$ cat src/rtl/pico_ex_pkg.sv
// Shared types and constants for the execute issue stage: ALU op codes,
// default widths, the buffered instruction record and the forward-match helper.
package pico_ex_pkg;

  localparam int DATA_W = 32;
  localparam int REG_AW = 5;

  localparam logic [1:0] ALU_NOP = 2'b00;
  localparam logic [1:0] ALU_ADD = 2'b01;
  localparam logic [1:0] ALU_OR  = 2'b10;
  localparam logic [1:0] ALU_RSV = 2'b11;

  typedef struct packed {
    logic [DATA_W-1:0] a;
    logic [DATA_W-1:0] b;
    logic [1:0]        op;
    logic [REG_AW-1:0] rd;
    logic              we;
    logic [REG_AW-1:0] rj_addr;
    logic [REG_AW-1:0] rk_addr;
    logic              b_is_imm;
  } ex_entry_t;

  // Register 0 is hard-wired, so a write to it never produces a bypass.
  function automatic logic fwd_match(input logic              valid,
                                     input logic [REG_AW-1:0] rd,
                                     input logic [REG_AW-1:0] src);
    return valid && (rd != {REG_AW{1'b0}}) && (rd == src);
  endfunction

endpackage

$ cat src/rtl/ex_issue_stage_if.sv
// Decode-side, writeback-bypass and ALU-side signals of the execute issue stage.
// master = surrounding pipeline, slave = the issue stage itself.
interface ex_issue_stage_if #(
  parameter int DATA_W = pico_ex_pkg::DATA_W,
  parameter int REG_AW = pico_ex_pkg::REG_AW
);
  logic              in_valid;
  logic              in_ready;
  logic [DATA_W-1:0] in_rj_data;
  logic [DATA_W-1:0] in_rk_data;
  logic [DATA_W-1:0] in_imm;
  logic              in_use_imm;
  logic [REG_AW-1:0] in_rj_addr;
  logic [REG_AW-1:0] in_rk_addr;
  logic [1:0]        in_alu_op;
  logic [REG_AW-1:0] in_rd;
  logic              in_rd_we;
  logic              flush;
  logic              fwd_valid;
  logic [REG_AW-1:0] fwd_rd;
  logic [DATA_W-1:0] fwd_data;
  logic              out_valid;
  logic              out_ready;
  logic [DATA_W-1:0] operand_a;
  logic [DATA_W-1:0] operand_b;
  logic [1:0]        operation;
  logic [REG_AW-1:0] out_rd;
  logic              out_rd_we;

  modport master (
    output in_valid, in_rj_data, in_rk_data, in_imm, in_use_imm, in_rj_addr,
           in_rk_addr, in_alu_op, in_rd, in_rd_we, flush, fwd_valid, fwd_rd,
           fwd_data, out_ready,
    input  in_ready, out_valid, operand_a, operand_b, operation, out_rd, out_rd_we
  );

  modport slave (
    input  in_valid, in_rj_data, in_rk_data, in_imm, in_use_imm, in_rj_addr,
           in_rk_addr, in_alu_op, in_rd, in_rd_we, flush, fwd_valid, fwd_rd,
           fwd_data, out_ready,
    output in_ready, out_valid, operand_a, operand_b, operation, out_rd, out_rd_we
  );

endinterface

$ cat src/rtl/ex_operand_fwd.sv
// Combinational writeback bypass for one operand. Active only when the
// PICO_EX_FWD_EN macro is defined; otherwise the value passes through unchanged.
module ex_operand_fwd
  import pico_ex_pkg::*;
(
  input  logic [REG_AW-1:0] src_addr,
  input  logic [DATA_W-1:0] value,
  input  logic              is_imm,
  input  logic              fwd_valid,
  input  logic [REG_AW-1:0] fwd_rd,
  input  logic [DATA_W-1:0] fwd_data,
  output logic [DATA_W-1:0] next_value
);

`ifdef PICO_EX_FWD_EN
  localparam logic FWD_EN = 1'b1;
`else
  localparam logic FWD_EN = 1'b0;
`endif

  logic hit_s;

  // Replace a register-sourced operand with the matching writeback value
  always_comb begin
    hit_s = FWD_EN && !is_imm && fwd_match(fwd_valid, fwd_rd, src_addr);
    if (hit_s) begin
      next_value = fwd_data;
    end else begin
      next_value = value;
    end
  end

endmodule

$ cat src/rtl/ex_issue_stage.sv
// Decode-to-execute issue stage: 2-entry skid buffer feeding the ALU, with
// immediate select and writeback bypass (bypass built only with PICO_EX_FWD_EN).
module ex_issue_stage #(
  parameter int DATA_W = pico_ex_pkg::DATA_W,
  parameter int REG_AW = pico_ex_pkg::REG_AW
) (
  input logic              clk,
  input logic              rst_n,
  ex_issue_stage_if.slave  bus
);
  import pico_ex_pkg::*;

  ex_entry_t head_r, skid_r;
  ex_entry_t head_nxt_s, skid_nxt_s;
  ex_entry_t in_entry_s, head_cur_s, skid_cur_s;
  logic      head_valid_r, skid_valid_r, in_ready_r;
  logic      head_valid_nxt_s, skid_valid_nxt_s;
  logic      accept_s, consume_s, head_free_s;

  logic [DATA_W-1:0] in_b_raw_s;
  logic [DATA_W-1:0] in_a_s, in_b_s;
  logic [DATA_W-1:0] head_a_s, head_b_s;
  logic [DATA_W-1:0] skid_a_s, skid_b_s;

  // Operand B source for the incoming instruction
  always_comb begin
    if (bus.in_use_imm) begin
      in_b_raw_s = bus.in_imm;
    end else begin
      in_b_raw_s = bus.in_rk_data;
    end
  end

  ex_operand_fwd u_fwd_in_a (
    .src_addr(bus.in_rj_addr), .value(bus.in_rj_data), .is_imm(1'b0),
    .fwd_valid(bus.fwd_valid), .fwd_rd(bus.fwd_rd), .fwd_data(bus.fwd_data),
    .next_value(in_a_s)
  );
  ex_operand_fwd u_fwd_in_b (
    .src_addr(bus.in_rk_addr), .value(in_b_raw_s), .is_imm(bus.in_use_imm),
    .fwd_valid(bus.fwd_valid), .fwd_rd(bus.fwd_rd), .fwd_data(bus.fwd_data),
    .next_value(in_b_s)
  );
  ex_operand_fwd u_fwd_head_a (
    .src_addr(head_r.rj_addr), .value(head_r.a), .is_imm(1'b0),
    .fwd_valid(bus.fwd_valid), .fwd_rd(bus.fwd_rd), .fwd_data(bus.fwd_data),
    .next_value(head_a_s)
  );
  ex_operand_fwd u_fwd_head_b (
    .src_addr(head_r.rk_addr), .value(head_r.b), .is_imm(head_r.b_is_imm),
    .fwd_valid(bus.fwd_valid), .fwd_rd(bus.fwd_rd), .fwd_data(bus.fwd_data),
    .next_value(head_b_s)
  );
  ex_operand_fwd u_fwd_skid_a (
    .src_addr(skid_r.rj_addr), .value(skid_r.a), .is_imm(1'b0),
    .fwd_valid(bus.fwd_valid), .fwd_rd(bus.fwd_rd), .fwd_data(bus.fwd_data),
    .next_value(skid_a_s)
  );
  ex_operand_fwd u_fwd_skid_b (
    .src_addr(skid_r.rk_addr), .value(skid_r.b), .is_imm(skid_r.b_is_imm),
    .fwd_valid(bus.fwd_valid), .fwd_rd(bus.fwd_rd), .fwd_data(bus.fwd_data),
    .next_value(skid_b_s)
  );

  // Assemble the captured instruction and the bypass-refreshed held entries
  always_comb begin
    in_entry_s          = '0;
    in_entry_s.a        = in_a_s;
    in_entry_s.b        = in_b_s;
    in_entry_s.op       = bus.in_alu_op;
    in_entry_s.rd       = bus.in_rd;
    in_entry_s.we       = bus.in_rd_we;
    in_entry_s.rj_addr  = bus.in_rj_addr;
    in_entry_s.rk_addr  = bus.in_rk_addr;
    in_entry_s.b_is_imm = bus.in_use_imm;
    head_cur_s          = head_r;
    head_cur_s.a        = head_a_s;
    head_cur_s.b        = head_b_s;
    skid_cur_s          = skid_r;
    skid_cur_s.a        = skid_a_s;
    skid_cur_s.b        = skid_b_s;
  end

  // Handshake and head/skid movement; flush overrides every move and accept
  always_comb begin
    accept_s         = bus.in_valid && in_ready_r && !bus.flush;
    consume_s        = head_valid_r && bus.out_ready;
    head_free_s      = !head_valid_r || consume_s;
    head_nxt_s       = head_cur_s;
    skid_nxt_s       = skid_cur_s;
    head_valid_nxt_s = head_valid_r;
    skid_valid_nxt_s = skid_valid_r;
    if (bus.flush) begin
      head_valid_nxt_s = 1'b0;
      skid_valid_nxt_s = 1'b0;
    end else if (head_free_s) begin
      if (skid_valid_r) begin
        head_nxt_s       = skid_cur_s;
        head_valid_nxt_s = 1'b1;
        skid_valid_nxt_s = 1'b0;
      end else if (accept_s) begin
        head_nxt_s       = in_entry_s;
        head_valid_nxt_s = 1'b1;
      end else begin
        head_valid_nxt_s = 1'b0;
      end
    end else begin
      if (accept_s) begin
        skid_nxt_s       = in_entry_s;
        skid_valid_nxt_s = 1'b1;
      end else begin
        skid_valid_nxt_s = skid_valid_r;
      end
    end
    // Empty slots hold zeros so op/we toward the ALU read as NOP when idle
    head_nxt_s = head_valid_nxt_s ? head_nxt_s : '0;
    skid_nxt_s = skid_valid_nxt_s ? skid_nxt_s : '0;
  end

  // Entry storage, valid flags and the registered ready
  always_ff @(posedge clk or negedge rst_n) begin
    if (!rst_n) begin
      head_r       <= '0;
      skid_r       <= '0;
      head_valid_r <= 1'b0;
      skid_valid_r <= 1'b0;
      in_ready_r   <= 1'b1;
    end else begin
      head_r       <= head_nxt_s;
      skid_r       <= skid_nxt_s;
      head_valid_r <= head_valid_nxt_s;
      skid_valid_r <= skid_valid_nxt_s;
      in_ready_r   <= !skid_valid_nxt_s;
    end
  end

  assign bus.in_ready  = in_ready_r;
  assign bus.out_valid = head_valid_r;
  assign bus.operand_a = head_r.a[DATA_W-1:0];
  assign bus.operand_b = head_r.b[DATA_W-1:0];
  assign bus.operation = head_r.op;
  assign bus.out_rd    = head_r.rd[REG_AW-1:0];
  assign bus.out_rd_we = head_r.we;

endmodule

$ cat src/flat_wrapper.sv
// flat-port wrapper written by rule: the top's interface ports become plain ports
module ex_issue_stage_flat import pico_ex_pkg::*;
#(
  parameter int DATA_W = pico_ex_pkg::DATA_W,
  parameter int REG_AW = pico_ex_pkg::REG_AW
)
  (clk, rst_n, bus_in_valid, bus_in_rj_data, bus_in_rk_data, bus_in_imm, bus_in_use_imm, bus_in_rj_addr, bus_in_rk_addr, bus_in_alu_op, bus_in_rd, bus_in_rd_we, bus_flush, bus_fwd_valid, bus_fwd_rd, bus_fwd_data, bus_out_ready, bus_in_ready, bus_out_valid, bus_operand_a, bus_operand_b, bus_operation, bus_out_rd, bus_out_rd_we);
  ex_issue_stage_if #(.DATA_W(DATA_W), .REG_AW(REG_AW)) bus_i ();
  input logic clk;
  input logic rst_n;
  input wire logic [$bits(bus_i.in_valid)-1:0] bus_in_valid;
  input wire logic [$bits(bus_i.in_rj_data)-1:0] bus_in_rj_data;
  input wire logic [$bits(bus_i.in_rk_data)-1:0] bus_in_rk_data;
  input wire logic [$bits(bus_i.in_imm)-1:0] bus_in_imm;
  input wire logic [$bits(bus_i.in_use_imm)-1:0] bus_in_use_imm;
  input wire logic [$bits(bus_i.in_rj_addr)-1:0] bus_in_rj_addr;
  input wire logic [$bits(bus_i.in_rk_addr)-1:0] bus_in_rk_addr;
  input wire logic [$bits(bus_i.in_alu_op)-1:0] bus_in_alu_op;
  input wire logic [$bits(bus_i.in_rd)-1:0] bus_in_rd;
  input wire logic [$bits(bus_i.in_rd_we)-1:0] bus_in_rd_we;
  input wire logic [$bits(bus_i.flush)-1:0] bus_flush;
  input wire logic [$bits(bus_i.fwd_valid)-1:0] bus_fwd_valid;
  input wire logic [$bits(bus_i.fwd_rd)-1:0] bus_fwd_rd;
  input wire logic [$bits(bus_i.fwd_data)-1:0] bus_fwd_data;
  input wire logic [$bits(bus_i.out_ready)-1:0] bus_out_ready;
  output wire logic [$bits(bus_i.in_ready)-1:0] bus_in_ready;
  output wire logic [$bits(bus_i.out_valid)-1:0] bus_out_valid;
  output wire logic [$bits(bus_i.operand_a)-1:0] bus_operand_a;
  output wire logic [$bits(bus_i.operand_b)-1:0] bus_operand_b;
  output wire logic [$bits(bus_i.operation)-1:0] bus_operation;
  output wire logic [$bits(bus_i.out_rd)-1:0] bus_out_rd;
  output wire logic [$bits(bus_i.out_rd_we)-1:0] bus_out_rd_we;
  assign bus_i.in_valid = bus_in_valid;
  assign bus_i.in_rj_data = bus_in_rj_data;
  assign bus_i.in_rk_data = bus_in_rk_data;
  assign bus_i.in_imm = bus_in_imm;
  assign bus_i.in_use_imm = bus_in_use_imm;
  assign bus_i.in_rj_addr = bus_in_rj_addr;
  assign bus_i.in_rk_addr = bus_in_rk_addr;
  assign bus_i.in_alu_op = bus_in_alu_op;
  assign bus_i.in_rd = bus_in_rd;
  assign bus_i.in_rd_we = bus_in_rd_we;
  assign bus_i.flush = bus_flush;
  assign bus_i.fwd_valid = bus_fwd_valid;
  assign bus_i.fwd_rd = bus_fwd_rd;
  assign bus_i.fwd_data = bus_fwd_data;
  assign bus_i.out_ready = bus_out_ready;
  assign bus_in_ready = bus_i.in_ready;
  assign bus_out_valid = bus_i.out_valid;
  assign bus_operand_a = bus_i.operand_a;
  assign bus_operand_b = bus_i.operand_b;
  assign bus_operation = bus_i.operation;
  assign bus_out_rd = bus_i.out_rd;
  assign bus_out_rd_we = bus_i.out_rd_we;
  ex_issue_stage #(.DATA_W(DATA_W), .REG_AW(REG_AW)) u_core (.clk(clk), .rst_n(rst_n), .bus(bus_i));
endmodule
$ cat config.mk
export PLATFORM = sky130hd
export DESIGN_NAME = ex_issue_stage_flat
export DESIGN_NICKNAME = d
export VERILOG_FILES = /design/src/rtl/pico_ex_pkg.sv /design/src/rtl/ex_issue_stage_if.sv /design/src/rtl/ex_operand_fwd.sv /design/src/rtl/ex_issue_stage.sv /design/src/flat_wrapper.sv
export SDC_FILE = /design/constraint.sdc
export NUM_CORES = 1
export LEC_CHECK = 0
export ABC_AREA = 1
export BUFFER_PORTS_ARGS = -buffer_cell sky130_fd_sc_hd__buf_2
export CAP_MARGIN = 20
export CORE_MARGIN = 4
export CORE_UTILIZATION = 45
export CTS_CLUSTER_SIZE = 24
export DETAILED_ROUTE_END_ITERATION = 8
export PLACE_DENSITY_LB_ADDON = 0.15
export SYNTH_ARGS = -nofsm -noshare
export SYNTH_HDL_FRONTEND = slang
export SYNTH_SLANG_ARGS = --single-unit
$ cat constraint.sdc
create_clock -name clk -period 1.85 [get_ports clk]
set_clock_uncertainty 0.2 [all_clocks]
set_input_delay 0.2775 -clock clk [delete_from_list [all_inputs] [get_ports clk]]
set_output_delay 0.2775 -clock clk [all_outputs]
set_load 0.05 [all_outputs]
# == Word-level counts from Yosys, hierarchy flattened ==
# Index checks and enable logic that the tools add are counted.
# word_totals
register_bits,158
in_bits,158
out_inout_bits,74
word_cells,47
# classes
eq_ne,6
n_mux,16
reduce_logical,9
# op_table
op,count
$mux W83,8
$mux W32,1
$ne A2 B2 Y1 const B,5
$mux W1,7
$reduce_and A3 Y1,2
$logic_and A1 B1 Y1,3
$logic_not A1 Y1,3
$ne A3 B2 Y1 const B,1
$logic_or A1 B1 Y1,1

# == Longest topological paths before layout ==
# Gate-level depths: netlist (run 1).
# logic_depth
depth_word,8
depth_mapped,9
mapped_depth_nobuf,7

# == Cells and area by module ==
# From an unflattened synthesis (run 1), not the netlist that was laid out.
# hier_totals
hier_cells,1211
hier_area_um2,9636.7
# by_module_without_submodules
mod,instances,cells_per_inst,area_each_um2,seq_area_each_um2
ex_issue_stage,1,1019,8195.4,4230.3
ex_operand_fwd,6,32,240.2,0.0

# == Least setup slack after synthesis (run 1) ==
# OpenSTA, ideal clock, no wires.
# synth_path
path_kind,flip-flop to flip-flop
startpoint,"register u_core.in_ready_r, in the netlist u_core.bus.in_ready"
endpoint,register u_core.skid_r (netlist bit u_core.skid_cur_s[17])
setup_time_ps,66
arrival_ps,1518
required_time_ps,1584
slack_ps,66
stages_incl_launch_ff,9
path_buffers,2
period_less_slack_ps,1784
path_cell_list,dfstp_2 -> nand2_2 -> inv_2 -> nand2_1 -> buf_4 -> nor2_8 -> buf_6 -> nand2_1 -> nand2_1
# synth_between
elab_chain_cells,7
elab_cells_between_ends,10
cone_classes,eq/ne: 3; mux: 4; reduce/logical: 3
# synth_lines
element,line_no,source
from (decl),ex_issue_stage.sv:16,"logic head_valid_r, skid_valid_r, in_ready_r;"
from (signal assigned),ex_issue_stage.sv:133,in_ready_r <= !skid_valid_nxt_s;
$logic_and A1 B1 Y1 * (2 in series),ex_issue_stage.sv:86,accept_s = bus.in_valid && in_ready_r && !bus.flush;
$mux W1,ex_issue_stage.sv:108,if (accept_s) begin
$mux W1,ex_issue_stage.sv:96,end else if (head_free_s) begin
$mux W1,ex_issue_stage.sv:93,if (bus.flush) begin
$ne A2 B2 Y1 (no line),-,
$reduce_and A3 Y1 (no line),-,
to (signal assigned),ex_issue_stage.sv:130,skid_r <= skid_nxt_s;
to (decl),ex_issue_stage.sv:13,"ex_entry_t head_r, skid_r;"
# Every way passes the cells marked *; elsewhere a longest branch is shown, timed or not.
# A chain may end at the register's enable or synchronous reset.

# == Worst setup path in the final report (run 1) ==
# layout_path
startpoint,input port bus_flush
endpoint,register u_core.skid_r[39] (netlist bit)
# layout_between
elab_chain_cells,7
elab_cells_between_ends,10
cone_classes,eq/ne: 3; mux: 4; reduce/logical: 3
# layout_lines
element,line_no,source
from (decl),flat_wrapper.sv:21,input wire logic [$bits(bus_i.flush)-1:0] bus_flush;
$logic_not A1 Y1,ex_issue_stage.sv:86,
$logic_and A1 B1 Y1,ex_issue_stage.sv:86,
$mux W1,ex_issue_stage.sv:108,
$mux W1,ex_issue_stage.sv:96,
$mux W1,ex_issue_stage.sv:93,
$ne A2 B2 Y1 (no line),-,
$reduce_and A3 Y1 (no line),-,
# Several ways; a longest one is shown, not always the timed one.

==> results of run 1 <==
critical path: stages:
cell and delay (ps):
dlygate4sd3_1 580, buf_2 150, inv_2 40, nand3_1 140
clkinv_4 170, nand2_1 150, buf_12 230, nor2_1 70
per-layer routing:
layer,track usage (%),up-vias,wire length [um],part of all wire [%]
met5,0,-,0,0
met4,6.524,0,198,1.0
met3,5.209,17,1156,6.1
met2,35.24,179,9042,47
met1,29.63,3028,8652,45
li1,-,3298,-,-
cells in the final DEF, fill, tap and decap left out, types with 2 or more instances in the layout:
cell type,synthesis,final
nand2_1,393,392
buf_2,18,182
dfrtp_1,146,145
dlygate4sd3_1,0,57
nor2_1,52,52
o21ai_1,51,51
a21oi_1,41,41
a21boi_0,36,36
nand4_1,36,36
inv_1,32,32
nand3_1,25,25
clkbuf_16,0,17
o21ai_0,13,13
buf_12,0,12
buf_4,5,9
clkinv_2,0,8
inv_2,4,3
bufinv_16,0,3
nand2_2,1,2
clkbuf_1,26,2
buf_6,11,2
power by group:
group	total, uW	switching, uW	leakage [uW]	internal [uW]
registers	3360	52.7	0.00201	3310
clock network	3440	1310	0.000293	2130
logic	1150	762	0.00263	387
total	7960	2120	0.00493	5830
cell families after synthesis:
group / Yosys count
buf+inv: 99
simple gates: 508
flops: 147
compound gates: 142
sequential cells by signal, indices dropped and copies added (netlist names):
signal	cells
u_core.bus.out_rd_we	1
u_core.bus.operation	2
u_core.bus.operand_a	32
u_core.bus.operand_b	32
u_core.skid_cur_s	8
u_core.skid_valid_r	1
u_core.bus.in_ready	1
u_core.bus.out_valid	1
u_core.skid_r	64
u_core.bus.out_rd	5
cell type report:
type	count	area, um2	area share (%)
tap	211	264.0	2.820
clock buffer	20	446.7	4.771
sequential	147	3684	39.34
inverter	36	140.1	1.497
timing repair buffer	263	1839	19.64
multi-input combinational	650	2851	30.46
clock inverter	12	137.6	1.470
path summary, 6_finish.rpt:
path / start / endpoint / slack (ps) / cells past startpoint
worst max-delay path: bus_flush / u_core.skid_r[39] / 120 / 8
worst min-delay path: bus_in_rk_data[18] / u_core.skid_r[37] / 10 / 5
worst max register to register: u_core.bus.in_ready / u_core.skid_r[57] / 170 / 7
worst min register to register: u_core.bus.operand_b[2] / u_core.bus.operand_b[2] / 270 / 2
max in group asynchronous: rst_n / u_core.bus.in_ready / 740 / 3
min in group asynchronous: rst_n / u_core.bus.operand_b[31] / 110 / 2
through the flow:
step                      cells  power, uW  util, %  setup WS, ps  hold WS [ps]
after floorplan             896       4065        -         65.70        -218.1
after global placement     1250       4469    53.69         154.0        -9.242
after detailed placement   1250       4477    53.69         138.2        -10.67
after CTS                  1339       8029    61.26         88.28         1.401
after global routing       1339       8270    61.36         30.97         35.37
final                      1339       7956    61.36         120.2         11.69
what timing repair did:
| action | CTS | global route |
|---|---|---|
| endpoints found under the setup margin | 0 | 44 |
| endpoints found under the hold margin | 230 | 0 |
| hold buffers | 57 | 0 |
| resized for setup | 0 | 4 |
==> results.rst, run 1 <==
.. list-table::
   :header-rows: 1

   * - Metric
     - Value
   * - Synth Register Bits
     - 147
   * - Clock tree from TritonCTS
     - done
   * - Overall via count from detail_route
     - about 6500
   * - Detail Route Antenna Nets
     - 0
   * - I/O Buffers
     - 183
   * - Largest fanout on the critical path
     - 38
   * - Worst min-delay path category
     - input pin to flop
   * - Insertion delay to the later sink of the worst-skew pair
     - between 400 and 500 ps
   * - Vias in the first global route
     - between 6000 and 7000
   * - Post-CTS Repair Setup Buffers
     - 0
   * - Count of pins over their slew limit
     - 0
   * - Critical Path RT
     - 1950 ps
   * - Yosys top cell area share
     - 52.01%
   * - Clock Tree Buf Depth
     - 2
   * - Final WL
     - 19050 um
   * - Starting utilization of the core area
     - 46.04%
   * - Rel. slew slack
     - 77.45%
   * - Die boundary height
     - between 100 and 150 um
   * - Crit path DAT
     - between 1500 and 2000 ps
   * - Post-Synth Simple-Gate Area
     - around 29%
   * - Async SR Flop Fraction
     - between 90% and 100%
   * - Most frequently used cell type in the post-synthesis netlist
     - nand2_1
   * - Share of the yosys chip area belonging to registers
     - ~52%
   * - DR pass1 iterations
     - 5
   * - Finish-stage setup viols
     - 0
   * - TritonCTS Buffers
     - 17
   * - Share of the synthesized netlist area taken by xor and xnor gates
     - 0%
   * - Number of nets at the end of the flow
     - around 1300
   * - VDD IR max
     - 717.5 uV
   * - GRT Util Overall
     - 21.92%
   * - Estimated wirelength of the detail-placed design
     - 11910 um
   * - Ratio of cells with drive above 1 in the final layout
     - 21.72%
   * - Main combinational cell family by area after synthesis
     - simple AND/OR/NAND/NOR gates
   * - Category of the critical setup timing path
     - input pin to flop
   * - WL/cell
     - 14.23 um
   * - Die Area
     - approximately 18000 um2
   * - Max-cap violation count
     - 0
   * - Gate Count Post-Synth
     - 896
   * - Synthesized-area fraction occupied by ao, oa, aoi and oai cells
     - 11.42%
   * - Number of hold violations in the final report
     - 0
   * - Accumulated negative setup slack
     - 0 ps
   * - Sinks on the clock net
     - 147
   * - Yosys Warn Count
     - 0
   * - Clk root buf
     - clkbuf_16
   * - Synth Area in Adders
     - 0%
   * - Remaining design rule violation count
     - 0
   * - Global placement routability congestion
     - 0.7799
   * - Portion of netlist area occupied by mux cells
     - 0%
   * - Antenna violations before repair
     - 0
   * - Core ar.
     - 15260 um2
   * - Pwr dens
     - 849.8 nW/um2
   * - Cell accounting for the most synthesized area
     - dfrtp_1
   * - Tightest Pin Transition
     - 338.2 ps
   * - P&R area growth vs syn
     - 33.29%
   * - Placed inst area
     - 8193 um2
   * - Post-route design area
     - 9363 um2
   * - Unrepaired setup endpoints after global routing
     - false
   * - Mean cell area of the mapped netlist
     - 7.840 um2
   * - Leakage power
     - 0.004928 uW
   * - Violation count after the first detailed-route iteration
     - ~400
   * - EDFF count, synth
     - 0
   * - Number of diodes
     - 0
   * - Number of distinct standard cells referenced by the synthesized netlist
     - 20
   * - Placement Rows
     - 45
   * - Ranking of synthesized cells by area
     - dfrtp_1 52%, nand2_1 21%, a21boi_0 3.8%
   * - Global-route wire length before repair
     - 31600 um
   * - Leftover overflow at the end of global routing
     - 0
   * - Most frequently used flop master after synthesis
     - dfrtp_1
   * - Drt via density
     - 4.871
   * - Endpoint kind of the worst setup timing path
     - flop
   * - Run status
     - completed
   * - Final clock period utilization by the worst path
     - 93.50%
   * - Most frequent cells after synthesis
     - 393 x nand2_1, 146 x dfrtp_1, 52 x nor2_1
   * - Chip Width
     - 132.9 um
   * - Fill count
     - 1403
   * - Post-synth design cell area
     - 7024 um2
   * - CP startpoint kind
     - input pin
   * - Number of nets produced by synthesis
     - 1054
   * - Highest clock rate
     - 578.1 MHz
   * - Pin count of the biggest net entering global routing
     - 75
   * - Register clock-pin slew on the reported worst setup and hold paths
     - around 50 ps
   * - I/O pins
     - approximately 230
   * - Level count of the clock H-tree
     - 4
   * - Tmin final
     - 1730 ps
(Power assumes the default switching activity.)
==> run 2: changes to the inputs <==
CAP_MARGIN = not set   (was 20)
CORE_UTILIZATION = 51   (was 45)
GPL_ROUTABILITY_DRIVEN = 0   (was not set)
==> results.rst, run 2 (synthesis results as in run 1) <==
.. list-table::
   :header-rows: 1

   * - Metric
     - Value
   * - Run status
     - completed (unchanged)
   * - FF-to-FF Start
     - u_core.bus.in_ready (unchanged)
   * - P&R area growth vs syn
     - 31.33% (was 33.29%)
   * - Final clock period utilization by the worst path
     - 91.77% (was 93.50%)
   * - Detail Route Antenna Nets
     - 0 (unchanged)
   * - Master of the slowest instance on the critical path
     - dfstp_2 (was dlygate4sd3_1)
   * - Remaining design rule violation count
     - 0 (unchanged)
   * - Number of hold violations in the final report
     - 0 (unchanged)
   * - M1 WL
     - 8403 um (was 8652 um)
   * - Sinks on the clock net
     - 147 (unchanged)
   * - Total stage count of the critical path
     - 1 (was 8)
   * - Post-CTS Repair Setup Buffers
     - 0 (unchanged)
   * - Largest fanout on the critical path
     - 2 (was 38)
   * - Sw Share
     - 26.96% (was 26.70%)
   * - Met3 Wirelength
     - 1016 um (was 1156 um)
   * - Clk pwr share
     - 42.4% (was 43.3%)
   * - Reg-to-reg endpoint
     - u_core.skid_r[60] (was u_core.skid_r[57])
   * - CP Buf/Inv Count
     - 1 (was 5)
   * - Core ar.
     - 13350 um2 (was 15260 um2)
   * - Combinational share of power
     - 14.5% (was 14.4%)
   * - Drt via density
     - 5.010 (was 4.871)
   * - Unrepaired setup endpoints after global routing
     - false (unchanged)
   * - TritonCTS Buffers
     - 17 (unchanged)
   * - I/O pins
     - 232 (unchanged)
   * - Pwr dens
     - 846.4 nW/um2 (was 849.8 nW/um2)
   * - Antenna violations before repair
     - 0 (unchanged)
   * - Highest clock rate
     - 589.0 MHz (was 578.1 MHz)
   * - Overall via count from detail_route
     - 6508 (was 6522)
   * - Non-filler instance count after layout
     - 1299 (was 1339)
   * - Category of cells accounting for the largest share of critical-path delay
     - flip-flops (was buffers and inverters)
   * - Clock Tree Buf Depth
     - 2 (unchanged)
   * - Critical path destination
     - bus_in_ready (was u_core.skid_r[39])
   * - Category of the critical setup timing path
     - flop to output port (was input pin to flop)
   * - Level count of the clock H-tree
     - 4 (unchanged)
   * - Register clock-pin slew on the reported worst setup and hold paths
     - 60 ps (was 50 ps)
   * - GRT Util Overall
     - 24.07% (was 21.92%)
   * - Clk root buf
     - clkbuf_16 (unchanged)
   * - Insertion delay to the later sink of the worst-skew pair
     - 420 ps (about the same)
   * - Chip Width
     - 125.4 um (was 132.9 um)
   * - Critical Path RT
     - 1370 ps (was 1950 ps)
   * - Top layer reached by signal wires
     - met4 (unchanged)
   * - VDD IR max
     - 673.0 uV (was 717.5 uV)
   * - Clock tree from TritonCTS
     - done (unchanged)
   * - Detailed-routed wire length on met2
     - 8773 um (was 9042 um)
   * - Net switching power
     - 2105 uW (was 2124 uW)
   * - Internal power summed over all cells
     - 5703 uW (was 5832 uW)
   * - Most common cell after layout, fill and taps aside
     - nand2_1 (unchanged)
   * - Vias in the first global route
     - 6406 (was 6317)
   * - Pin count of the biggest net entering global routing
     - 91 (was 75)
   * - Number of nets at the end of the flow
     - 1268 (was 1273)
   * - Top library cells by usage in the layout, fill and taps aside
     - 391 x nand2_1, 182 x buf_2, 145 x dfrtp_1 (was 392 x nand2_1, 182 x buf_2, 145 x dfrtp_1)
   * - Accumulated negative setup slack
     - 0 ps (unchanged)
   * - Number of diodes
     - 0 (unchanged)
   * - Beginning of the critical path
     - u_core.bus.in_ready (was bus_flush)
   * - Die Area
     - 15720 um2 (was 17670 um2)
   * - Number of instances in the placed design
     - 1214 (was 1250)
   * - DR pass1 iterations
     - 7 (was 5)
   * - Crit path DAT
     - 1220 ps (was 1830 ps)
   * - Utilization after layout
     - 69.11% (was 61.36%)
   * - Max-cap violation count
     - 0 (unchanged)
   * - Endpoint kind of the worst setup timing path
     - output port (was flop)
   * - Leakage power
     - 0.004885 uW (was 0.004928 uW)
   * - Sequential share of power
     - 43.1% (was 42.3%)
   * - Global-route wire length before repair
     - 31190 um (was 31600 um)
   * - Estimated wirelength of the detail-placed design
     - 11620 um (was 11910 um)
   * - Finish-stage setup viols
     - 0 (unchanged)
   * - Tmin final
     - 1698 ps (was 1730 ps)
   * - Placement Rows
     - 42 (was 45)
   * - Leftover overflow at the end of global routing
     - 0 (unchanged)
   * - WL/cell
     - 14.22 um (was 14.23 um)
   * - Flip-flop count of the largest register after layout
     - 64 (unchanged)
   * - Tightest Pin Transition
     - 397.5 ps (was 338.2 ps)
   * - Post-route setup slack
     - 152.3 ps (was 120.2 ps)
   * - CP startpoint kind
     - flop (was input pin)
   * - CP peak stage delay
     - 530 ps (was 580 ps)
   * - Final WL
     - 18480 um (was 19050 um)
   * - Rel. slew slack
     - 73.50% (was 77.45%)
   * - Ratio of cells with drive above 1 in the final layout
     - 21.91% (was 21.72%)
   * - Register-to-register setup slack
     - 190 ps (was 170 ps)
   * - Worst min-delay path category
     - input pin to flop (unchanged)
   * - Depth of the worst register-to-register path
     - 7 (unchanged)
   * - Series of cell instances along the critical path
     - buf_2 (was dlygate4sd3_1 -> buf_2 -> inv_2 -> nand3_1 -> clkinv_4 -> nand2_1 -> buf_12 -> nor2_1)
   * - Die boundary height
     - 125.4 um (was 132.9 um)
   * - I/O Buffers
     - 183 (unchanged)
   * - Biggest register
     - u_core.skid_r (unchanged)
   * - Count of pins over their slew limit
     - 0 (unchanged)
   * - Starting utilization of the core area
     - 52.62% (was 46.04%)
   * - Violation count after the first detailed-route iteration
     - 378 (was 391)
   * - Worst slack at placement
     - 100.2 ps (was 138.2 ps)
[run 2: cell types whose count changed in the layout (fill, tap and decap cells not counted)]
cell           previous run  this run
clkbuf_8                  1         5
nand2_1                 392       391
clkbuf_1                  2         1
clkinv_2                  8         6
buf_6                     2         1
clkinvlp_4                1         3
buf_12                   12        11
clkinv_4                  1         0
buf_4                     9        11
dlygate4sd3_1            57        53
buf_16                    1         0
nand2_2                   2         3
bufinv_16                 3         1
[run 2: worst min-delay path, cell delays in order]
cell and delay (ps):
buf_2 70, nand2_1 50, nand2_1 60, a21oi_1 50
nor2_1 70
[run 2: how the worst min path moves through the flow]
stage | start | endpoint | slack [ps] | depth (start not counted)
4_1_cts | bus_in_imm[18] | u_core.skid_r[37] | 0.7 | 5
2_1_floorplan | rst_n | u_core.bus.operand_a[0] | -220 | 0
6_report | bus_in_imm[27] | u_core.skid_r[46] | 10 | 5
5_1_grt | bus_in_imm[12] | u_core.skid_r[31] | 20 | 5
3_5_place_dp | rst_n | u_core.bus.operand_a[22] | 3 | 1
3_3_place_gp | rst_n | u_core.skid_r[76] | 4 | 1
[run 2: final cells by class]
cell class | instances | area (um2)
clock buffer | 23 | 498.0
clock inverter | 9 | 77.57
fill | 1111 | 4123
inverter | 36 | 136.4
multi-input combinational | 650 | 2854
sequential | 147 | 3684
tap | 176 | 220.2
timing repair buffer | 258 | 1755
[run 2: what timing repair did]
action	in CTS	in global routing
setup endpoints to repair	0	5
hold buffers	53	0
hold endpoints to repair	224	0
gates resized for setup	0	1
[run 2: per-layer routing]
layer  vias to the layer above  track usage, %
li1                       3299               -
met1                      2986           33.32
met2                       197           38.98
met3                        26           4.435
met4                         0           7.207
met5                         -               0
[run 2: stage by stage]
stage | total power (uW) | cell area (um2) | hold WS [ps]
2_1_floorplan | 4065 | 7024 | -218.1
3_3_place_gp | 4456 | 8117 | 3.688
3_5_place_dp | 4468 | 8117 | 2.894
4_1_cts | 7868 | 9223 | 0.6519
5_1_grt | 8123 | 9225 | 22.34
6_report | 7808 | 9225 | 12.10
[run 2: power groups by stage]
| stage | Combinational (uW) | Clock (uW) | Sequential [uW] |
|---|---|---|---|
| after global placement | 1040 | 0 | 3410 |
| after CTS | 1140 | 3370 | 3360 |
| after detailed placement | 1050 | 0 | 3420 |
| after floorplan | 359 | 0 | 3710 |
| final | 1130 | 3310 | 3360 |
| after global routing | 1240 | 3510 | 3370 |
==> run 3: changes to the inputs <==
RECOVER_POWER = 25   (was not set)
==> results.rst, run 3 (synthesis results as in run 1) <==
.. list-table::
   :header-rows: 1

   * - Metric
     - Value
   * - Tightest Pin Transition
     - 980.8 ps (was 397.5 ps)
   * - Number of diodes
     - 0 (unchanged)
   * - Count of pins over their slew limit
     - 0 (unchanged)
   * - Pwr dens
     - 846.5 nW/um2 (was 846.4 nW/um2)
   * - Post-route setup slack
     - 154.1 ps (was 152.3 ps)
   * - Clock tree from TritonCTS
     - done (unchanged)
   * - Overall via count from detail_route
     - 6555 (was 6508)
   * - Critical Path RT
     - 1370 ps (about the same)
   * - Die boundary height
     - 125.4 um (unchanged)
   * - P&R area growth vs syn
     - 31.17% (was 31.33%)
   * - I/O Buffers
     - 183 (unchanged)
   * - Finish-stage setup viols
     - 0 (unchanged)
   * - Top library cells by usage in the layout, fill and taps aside
     - 391 x nand2_1, 182 x buf_2, 145 x dfrtp_1 (unchanged)
   * - Level count of the clock H-tree
     - 4 (unchanged)
   * - Number of hold violations in the final report
     - 0 (unchanged)
   * - Number of instances in the placed design
     - 1214 (unchanged)
   * - WL/cell
     - 14.22 um (about the same)
   * - Tmin final
     - 1696 ps (was 1698 ps)
   * - Ratio of cells with drive above 1 in the final layout
     - 21.91% (unchanged)
   * - Die Area
     - 15720 um2 (unchanged)
   * - Starting utilization of the core area
     - 52.62% (unchanged)
   * - CP peak stage delay
     - 530 ps (about the same)
   * - Max-cap violation count
     - 0 (unchanged)
   * - Clock Tree Buf Depth
     - 2 (unchanged)
   * - Register clock-pin slew on the reported worst setup and hold paths
     - 60 ps (about the same)
   * - Rel. slew slack
     - 34.62% (was 73.50%)
   * - Antenna violations before repair
     - 0 (unchanged)
   * - Worst slack at placement
     - 100.2 ps (unchanged)
   * - Category of the critical setup timing path
     - flop to output port (unchanged)
   * - Violation count after the first detailed-route iteration
     - 380 (was 378)
   * - CP Buf/Inv Count
     - 1 (unchanged)
   * - I/O pins
     - 232 (unchanged)
   * - Largest fanout on the critical path
     - 2 (unchanged)
   * - Series of cell instances along the critical path
     - buf_2 (unchanged)
   * - Chip Width
     - 125.4 um (unchanged)
   * - Estimated wirelength of the detail-placed design
     - 11620 um (unchanged)
   * - Worst min-delay path category
     - input pin to flop (unchanged)
   * - Flip-flop count of the largest register after layout
     - 64 (unchanged)
   * - Clk root buf
     - clkbuf_16 (unchanged)
   * - Global-route wire length before repair
     - 31190 um (unchanged)
   * - Post-CTS Repair Setup Buffers
     - 0 (unchanged)
   * - Crit path DAT
     - 1220 ps (about the same)
   * - Highest clock rate
     - 589.7 MHz (was 589.0 MHz)
   * - DR pass1 iterations
     - 7 (unchanged)
   * - Non-filler instance count after layout
     - 1299 (unchanged)
   * - Remaining design rule violation count
     - 0 (unchanged)
   * - Drt via density
     - 5.046 (was 5.010)
   * - Leakage power
     - 0.004882 uW (was 0.004885 uW)
   * - Leftover overflow at the end of global routing
     - 0 (unchanged)
   * - GRT Util Overall
     - 24.07% (unchanged)
   * - Detail Route Antenna Nets
     - 0 (unchanged)
   * - Master of the slowest instance on the critical path
     - dfstp_2 (unchanged)
   * - Insertion delay to the later sink of the worst-skew pair
     - 420 ps (about the same)
   * - Pin count of the biggest net entering global routing
     - 91 (unchanged)
   * - VDD IR max
     - 671.5 uV (was 673.0 uV)
   * - Endpoint kind of the worst setup timing path
     - output port (unchanged)
   * - Final clock period utilization by the worst path
     - 91.67% (was 91.77%)
   * - CP startpoint kind
     - flop (unchanged)
   * - Run status
     - completed (unchanged)
   * - Unrepaired setup endpoints after global routing
     - false (unchanged)
   * - Category of cells accounting for the largest share of critical-path delay
     - flip-flops (unchanged)
   * - Biggest register
     - u_core.skid_r (unchanged)
   * - Number of nets at the end of the flow
     - 1268 (unchanged)
   * - Most common cell after layout, fill and taps aside
     - nand2_1 (unchanged)
   * - TritonCTS Buffers
     - 17 (unchanged)
   * - Vias in the first global route
     - 6406 (unchanged)
   * - Sinks on the clock net
     - 147 (unchanged)
   * - Placement Rows
     - 42 (unchanged)
   * - Final WL
     - 18470 um (was 18480 um)
   * - Accumulated negative setup slack
     - 0 ps (unchanged)
   * - Core ar.
     - 13350 um2 (unchanged)
## run 3: worst reg2reg max path: cells and delay by family, from the launching register on
family	cells	cell delay, ps
and+or+nand+nor	5	550
DFF	1	530
buffers and inverters	2	320
## run 3: area by class of cell
cell class | count | area [um2]
fillers | 1114 | 4134
well taps | 176 | 220.2
repair buffers | 258 | 1744
clock inverters | 9 | 77.57
multi-input cells | 650 | 2854
flip-flops and latches | 147 | 3684
inverters | 36 | 136.4
clock buffers | 23 | 498.0
## run 3: where the power goes
group          switching (uW)  internal, uW
clock                    1290          2010
combinational             756           374
sequential               50.9          3310
total                    2100          5700
## run 3: path summary, 6_finish.rpt
path / start / end / slack (ps) / cells past startpoint
setup / recovery: u_core.bus.in_ready / bus_in_ready / 150 / 1
hold / removal: bus_in_imm[27] / u_core.skid_r[46] / 10 / 5
setup reg to reg: u_core.bus.in_ready / u_core.skid_r[60] / 190 / 7
hold reg to reg: u_core.bus.operand_b[1] / u_core.bus.operand_b[1] / 280 / 2
max in group asynchronous: rst_n / u_core.skid_r[68] / 280 / 3
min in group asynchronous: rst_n / u_core.bus.operand_a[22] / 350 / 2
## run 3: metrics by stage
step | hold slack, ps | utilization (%) | total power (uW) | area, um2
floorplan | -218.1 | - | 4065 | 7024
global placement | 3.688 | 60.81 | 4456 | 8117
detailed placement | 2.894 | 60.81 | 4468 | 8117
CTS | 0.6519 | 69.09 | 7868 | 9223
global route | 22.34 | 69.03 | 8120 | 9214
finish | 13.87 | 69.03 | 7799 | 9214
## run 3: what timing repair did
action / 4_1_cts / 5_1_grt
hold endpoints to repair: 224 / 0
hold buffers: 53 / 0
resized for setup: 0 / 1
setup endpoints to repair: 0 / 5
## run 3: per-layer routing
layer / GRT usage (%) / vias to the layer above / part of all wire, %
li1: - / 3299 / -
met1: 33.32 / 3023 / 45
met2: 38.98 / 209 / 48
met3: 4.435 / 24 / 6.0
met4: 7.207 / 0 / 1.5
met5: 0 / - / 0
